[config.mk]
export PLATFORM = sky130hd
export DESIGN_NAME = arith_unit_mc
export DESIGN_NICKNAME = d
export VERILOG_FILES = /design/src/rtl/arith_pkg.sv /design/src/rtl/arith_iter_muldiv.sv /design/src/rtl/arith_unit_mc.sv
export SDC_FILE = /design/constraint.sdc
export NUM_CORES = 1
export LEC_CHECK = 0
export ABC_CLOCK_PERIOD_IN_PS = 4800
export BUFFER_PORTS_ARGS = -buffer_cell sky130_fd_sc_hd__clkbuf_2
export CAP_MARGIN = 20
export CORE_ASPECT_RATIO = 0.7
export CORE_MARGIN = 10
export CORE_UTILIZATION = 42
export CTS_BUF_LIST = sky130_fd_sc_hd__clkbuf_4 sky130_fd_sc_hd__clkbuf_8
export DETAILED_ROUTE_END_ITERATION = 10
export SLEW_MARGIN = 20
export SYNTH_ARGS = -nofsm -noshare
export SYNTH_HDL_FRONTEND = slang
export SYNTH_SLANG_ARGS = --single-unit
[constraint.sdc]
create_clock -name clk -period 4.8 [get_ports clk]
set_input_delay 0.72 -clock clk [delete_from_list [all_inputs] [get_ports clk]]
set_output_delay 0.72 -clock clk [all_outputs]
set_load 0.01 [all_outputs]
[src/rtl/arith_pkg.sv]
// Shared definitions for the multi-cycle arithmetic unit:
// aluOp encodings, control FSM states and op classification.
package arith_pkg;

    localparam logic [3:0] OP_ADD   = 4'b0000;
    localparam logic [3:0] OP_SUB   = 4'b0010;
    localparam logic [3:0] OP_SLT   = 4'b1010;
    localparam logic [3:0] OP_SLTU  = 4'b1011;
    localparam logic [3:0] OP_MULT  = 4'b0100;
    localparam logic [3:0] OP_MULTU = 4'b0101;
    localparam logic [3:0] OP_DIV   = 4'b0110;
    localparam logic [3:0] OP_DIVU  = 4'b0111;

    typedef enum logic [1:0] {
        IDLE,
        BUSY,
        DONE
    } state_t;

    // 0100..0111 are exactly the multiply/divide codes:
    // bit1 selects divide, bit0 selects unsigned.
    function automatic logic is_muldiv(input logic [3:0] op);
        return op[3:2] == 2'b01;
    endfunction

endpackage

[src/rtl/arith_iter_muldiv.sv]
// Iterative multiply/divide engine: one shift-add or restoring step
// per cycle on operand magnitudes, with sign fix-up on the outputs.
// Ports: clk, reset_n, i_start, i_div, i_uns, i_a, i_b in;
//        o_busy, o_done (last step this cycle), o_lo, o_hi, o_dz out.
module arith_iter_muldiv #(
    parameter int WIDTH = 32,
    parameter int CNT_W = $clog2(WIDTH) + 1
) (
    input  logic             clk,
    input  logic             reset_n,
    input  logic             i_start,
    input  logic             i_div,
    input  logic             i_uns,
    input  logic [WIDTH-1:0] i_a,
    input  logic [WIDTH-1:0] i_b,
    output logic             o_busy,
    output logic             o_done,
    output logic [WIDTH-1:0] o_lo,
    output logic [WIDTH-1:0] o_hi,
    output logic             o_dz
);

    logic             r_busy;
    logic [CNT_W-1:0] r_cnt;
    logic [WIDTH-1:0] r_hi;
    logic [WIDTH-1:0] r_lo;
    logic [WIDTH-1:0] r_m;
    logic [WIDTH-1:0] r_a;
    logic             r_div;
    logic             r_dz;
    logic             r_neg_q;
    logic             r_neg_r;

    logic [WIDTH-1:0]   w_ma;
    logic [WIDTH-1:0]   w_mb;
    logic [WIDTH:0]     w_sum;
    logic [WIDTH:0]     w_shl;
    logic [WIDTH:0]     w_diff;
    logic               w_qbit;
    logic [2*WIDTH-1:0] w_prod;
    logic [2*WIDTH-1:0] w_prod_fix;

    assign w_ma = (!i_uns && i_a[WIDTH-1]) ? -i_a : i_a;
    assign w_mb = (!i_uns && i_b[WIDTH-1]) ? -i_b : i_b;

    // multiply: r_lo holds the multiplier, product shifts in from the top
    assign w_sum = {1'b0, r_hi} + (r_lo[0] ? {1'b0, r_m} : '0);

    // divide: r_hi is the partial remainder, r_lo the dividend/quotient
    assign w_shl  = {r_hi, r_lo[WIDTH-1]};
    assign w_diff = w_shl - {1'b0, r_m};
    assign w_qbit = ~w_diff[WIDTH];

    assign o_busy = r_busy;
    assign o_done = r_busy && (r_cnt == CNT_W'(WIDTH - 1));

    always_ff @(posedge clk or negedge reset_n) begin
        if (!reset_n) begin
            r_busy  <= 1'b0;
            r_cnt   <= '0;
            r_hi    <= '0;
            r_lo    <= '0;
            r_m     <= '0;
            r_a     <= '0;
            r_div   <= 1'b0;
            r_dz    <= 1'b0;
            r_neg_q <= 1'b0;
            r_neg_r <= 1'b0;
        end else if (i_start) begin
            r_busy  <= 1'b1;
            r_cnt   <= '0;
            r_hi    <= '0;
            r_lo    <= i_div ? w_ma : w_mb;
            r_m     <= i_div ? w_mb : w_ma;
            r_a     <= i_a;
            r_div   <= i_div;
            r_dz    <= i_div && (i_b == '0);
            r_neg_q <= !i_uns && (i_a[WIDTH-1] ^ i_b[WIDTH-1]);
            r_neg_r <= i_div && !i_uns && i_a[WIDTH-1];
        end else if (r_busy) begin
            r_cnt <= r_cnt + 1'b1;
            if (o_done) begin
                r_busy <= 1'b0;
            end
            if (r_div) begin
                r_hi <= w_qbit ? w_diff[WIDTH-1:0] : w_shl[WIDTH-1:0];
                r_lo <= {r_lo[WIDTH-2:0], w_qbit};
            end else begin
                {r_hi, r_lo} <= {w_sum, r_lo[WIDTH-1:1]};
            end
        end
    end

    assign w_prod     = {r_hi, r_lo};
    assign w_prod_fix = r_neg_q ? -w_prod : w_prod;

    always_comb begin
        o_lo = w_prod_fix[WIDTH-1:0];
        o_hi = w_prod_fix[2*WIDTH-1:WIDTH];
        if (r_dz) begin
            o_lo = '1;
            o_hi = r_a;
        end else if (r_div) begin
            o_lo = r_neg_q ? -r_lo : r_lo;
            o_hi = r_neg_r ? -r_hi : r_hi;
        end
    end

    assign o_dz = r_dz;

endmodule

[src/rtl/arith_unit_mc.sv]
// Multi-cycle arithmetic unit: add/sub/slt/sltu in one cycle,
// mult/div through the iterative engine, valid/ready on both sides.
// Ports: clk, reset_n, in_valid, A, B, aluOp, out_ready in;
//        in_ready, out_valid, result_lo, result_hi, overflow, div_zero out.
module arith_unit_mc
    import arith_pkg::*;
#(
    parameter int WIDTH = 32,
    parameter int CNT_W = $clog2(WIDTH) + 1
) (
    input  logic             clk,
    input  logic             reset_n,
    input  logic             in_valid,
    output logic             in_ready,
    input  logic [WIDTH-1:0] A,
    input  logic [WIDTH-1:0] B,
    input  logic [3:0]       aluOp,
    output logic             out_valid,
    input  logic             out_ready,
    output logic [WIDTH-1:0] result_lo,
    output logic [WIDTH-1:0] result_hi,
    output logic             overflow,
    output logic             div_zero
);

    state_t r_state;
    state_t w_next;

    logic             r_md;
    logic [WIDTH-1:0] r_lo;
    logic             r_ovf;

    logic             w_accept;
    logic             w_is_md;
    logic [WIDTH-1:0] w_add;
    logic [WIDTH-1:0] w_sub;
    logic [WIDTH-1:0] w_simple;
    logic             w_ovf;
    logic             w_md_busy;
    logic             w_md_done;
    logic [WIDTH-1:0] w_md_lo;
    logic [WIDTH-1:0] w_md_hi;
    logic             w_md_dz;

    assign in_ready = reset_n
                   && ((r_state == IDLE)
                   ||  ((r_state == DONE) && out_ready));
    assign w_accept = in_valid && in_ready;
    assign w_is_md  = is_muldiv(aluOp);

    assign w_add = A + B;
    assign w_sub = A - B;

    always_comb begin
        w_simple = w_add;
        w_ovf    = (A[WIDTH-1] == B[WIDTH-1])
                && (w_add[WIDTH-1] != A[WIDTH-1]);
        case (aluOp)
            OP_SUB: begin
                w_simple = w_sub;
                w_ovf    = (A[WIDTH-1] != B[WIDTH-1])
                        && (w_sub[WIDTH-1] != A[WIDTH-1]);
            end
            OP_SLT: begin
                w_simple = {{(WIDTH-1){1'b0}}, $signed(A) < $signed(B)};
                w_ovf    = 1'b0;
            end
            OP_SLTU: begin
                w_simple = {{(WIDTH-1){1'b0}}, A < B};
                w_ovf    = 1'b0;
            end
            default: ;
        endcase
    end

    arith_iter_muldiv #(
        .WIDTH (WIDTH),
        .CNT_W (CNT_W)
    ) u_muldiv (
        .clk     (clk),
        .reset_n (reset_n),
        .i_start (w_accept && w_is_md),
        .i_div   (aluOp[1]),
        .i_uns   (aluOp[0]),
        .i_a     (A),
        .i_b     (B),
        .o_busy  (w_md_busy),
        .o_done  (w_md_done),
        .o_lo    (w_md_lo),
        .o_hi    (w_md_hi),
        .o_dz    (w_md_dz)
    );

    always_ff @(posedge clk or negedge reset_n) begin
        if (!reset_n) begin
            r_state <= IDLE;
        end else begin
            r_state <= w_next;
        end
    end

    always_comb begin
        w_next = r_state;
        case (r_state)
            IDLE: begin
                if (w_accept) begin
                    w_next = w_is_md ? BUSY : DONE;
                end
            end
            BUSY: begin
                if (w_md_done) begin
                    w_next = DONE;
                end
            end
            DONE: begin
                if (out_ready) begin
                    if (w_accept) begin
                        w_next = w_is_md ? BUSY : DONE;
                    end else begin
                        w_next = IDLE;
                    end
                end
            end
            default: w_next = IDLE;
        endcase
    end

    // Simple ops register their result here; mul/div results stay in
    // the engine and are selected through r_md.
    always_ff @(posedge clk or negedge reset_n) begin
        if (!reset_n) begin
            r_md  <= 1'b0;
            r_lo  <= '0;
            r_ovf <= 1'b0;
        end else if (w_accept) begin
            r_md  <= w_is_md;
            r_lo  <= w_is_md ? '0 : w_simple;
            r_ovf <= w_is_md ? 1'b0 : w_ovf;
        end
    end

    assign out_valid = (r_state == DONE) && !w_md_busy;
    assign result_lo = r_md ? w_md_lo : r_lo;
    assign result_hi = r_md ? w_md_hi : '0;
    assign overflow  = r_ovf;
    assign div_zero  = r_md && w_md_dz;

endmodule

==> metrics <==
Max VDD drop roughly 0.35 mV; GP Congestion around 0.96; PD cells 699 nW/um^2; DRC 0; Max Fanout on Critical Path 7; sequential fraction of the synthesis area 0.230; CTS max path bufs 2; clk_lat worst skew 0.53 ns; Worst-path clk slew 0.10 ns; initial core utilization 0.424; vias after detailed routing 20365; crit path kind register to primary output; total grt overflow 0; CP required between 4 and 5 ns; Fin. Hold Viols 0; Tot Pwr 14800 uW; DRT iter0 DRCs 2651; top post-synthesis cells by area dfrtp_1 (23%), ha_1 (8.7%), o21ai_0 (6.9%), nand2_1 (6.8%), a21oi_1 (5.4%); root buffer cell clkbuf_8; min-delay worst type register to register; Layout area overhead 11.2%; die area approximately 54000 um^2; Worst-Margin Slew 1.15 ns; NumNets Final 2861; startpoint class of the critical path register; Core Area 44900 um^2; Num CTS Buffers 17; IO Port Bufs 139; Final setup viols 0; Slew headroom 0.232; global-route wire length before repair roughly 120000 um; EDFF count, synth 0; clock sinks 175; async set-reset flop share out of synthesis 1.00; setup_tns 0 ns; P_leak 0.00932 uW; Synth Instances ~2600; syn nets 2783; synthesized area 19000 um^2; Post-synth top flop dfrtp_1; DP HPWL 57600 um; Top Ports 140; die width about 270 um; Yosys reg bits 175; largest net degree at the start of global routing 172; Psw 7700 uW; share of layout cells above drive strength 1 0.116; Max Freq 213 MHz; initial antenna violation count 1; vias per cell 6.23; Logic pwr share 0.700; most frequent cells after synthesis nand2_1 (347), o21ai_0 (263), nor2_1 (238); hold_sp u_muldiv.r_a[7]; Initial DRT Pass Iterations 6; fin crit share 0.980; post-synth top area share 0.230; synth warn 0; Max Transition Viols Final 0; clock power share 0.089; Routed Antenna Nets 0; gr usage total 0.271; Internal Power 7070 uW; Total Routed Length approximately 75000 um; sw frac 0.521; drt wl/cell approximately 23 um; R2R Path Start u_muldiv.r_lo[31]; share of power burned in registers 0.212; Max-Cap Viols 0; synth unique cells just under 90; CTS tree yes; leading area contributor after synthesis dfrtp_1; vias in the first global route 18942; RSZ-0062 raised after global routing true; H-tree levels 4; Worst Setup SP u_muldiv.r_lo[6]; Site Rows 65; Critical Path Sink Type primary output; critical path arrival 3.98 ns; Final Skew 0.0185 ns; count leader, synth nand2_1; Die Ht 198 um; Avg Inst Size Synth 7.39 um^2; min Tclk post-route 4.70 ns; status finished, final reports clean
[final timing paths]
| kind | slack [ns] | end | cells after the start |
|---|---|---|---|
| max in group asynchronous | 2.67 | u_muldiv.r_div | 3 |
| worst min register to register | 0.48 | u_muldiv.r_a[7] | 2 |
| worst max-delay path | 0.1 | result_hi[27] | 9 |
| worst min-delay path | 0.48 | u_muldiv.r_a[7] | 2 |
| worst max register to register | 0.25 | u_muldiv.r_hi[3] | 16 |
| min in group asynchronous | 0.76 | r_lo[24] | 2 |
[area by class of cell]
type | instances | area (um^2)
sequential | 175 | 4390
multi-input combinational | 2137 | 13800
clock inverter | 9 | 180
timing repair buffer | 210 | 1320
tap | 603 | 754
inverter | 112 | 420
antenna | 1 | 2.50
fill | 4585 | 23700
clock buffer | 23 | 292
[logic make-up after synthesis]
family,synth area share
buf+inv,0.0526
fa+ha+maj,0.0910
xor+xnor,0.0833
compound gates,0.295
flops,0.230
simple gates,0.214
mux,0.0337
[power groups by stage]
stage                     clock network, uW  registers, uW  logic (uW)
after CTS                              1320           3080       10100
after detailed placement                  0           3110        9980
final                                  1310           3130       10300
after global routing                   1380           3220       11400
after global placement                    0           3090        9890
after floorplan                           0           2730        7080
[flip-flops by register name, indices dropped and copies added, names as in the netlist, 2 cells and up]
register,flops
r_lo,32
u_muldiv.r_cnt,6
u_muldiv.r_m,32
u_muldiv.r_hi,32
u_muldiv.r_a,32
u_muldiv.r_lo,32
r_state,2
[placed cells by master, fill, tap and decap left out, drive strengths merged, types with 32 or more instances in the layout]
cell,instances
clkbuf,161
mux2i,55
inv,112
nand2,347
nand2b,32
o21ai,271
a21oi,205
o211ai,55
nor2,239
xor2,66
a21o,45
nand3,39
buf,71
ha,132
nor3,47
xnor2,115
or3,35
dfrtp,175
[worst max-delay path, cell delays in order, from the launching register on]
cell and delay (ns):
dfrtp_1 0.43, or4_4 0.57, or4_4 0.53, or2_4 0.29, or3_4 0.40, nor3_2 0.25
o22ai_4 0.19, or3_1 0.39, a32o_1 0.28, clkbuf_2 0.14
[per-layer routing]
metal	routed length [um]	global-route usage	up-vias
li1	-	-	9452
met1	36100	0.412	9900
met2	31300	0.392	917
met3	6240	0.0418	96
met4	1330	0.0589	0
met5	0	0	-
[stage by stage]
| stage | hold slack, ns | std cells | utilization | area, um^2 | worst slack (ns) |
|---|---|---|---|---|---|
| 2_1_floorplan | 0.424 | 2575 | - | 19000 | 0.777 |
| 6_report | 0.478 | 3270 | 0.471 | 21100 | 0.0965 |
| 3_3_place_gp | 0.458 | 3226 | 0.456 | 20500 | 0.451 |
| 5_1_grt | 0.485 | 3269 | 0.471 | 21100 | -0.0112 |
| 3_5_place_dp | 0.458 | 3226 | 0.456 | 20500 | 0.396 |
| 4_1_cts | 0.462 | 3260 | 0.468 | 21000 | 0.00372 |
[repair_timing]
action	4_1_cts	5_1_grt
pin swaps	0	7
setup endpoints to repair	24	20
setup buffers	1	8
resized for setup	13	22
hold buffers	1	0
hold endpoints to repair	4	0
No activity file was read; power rests on OpenSTA's default activity.
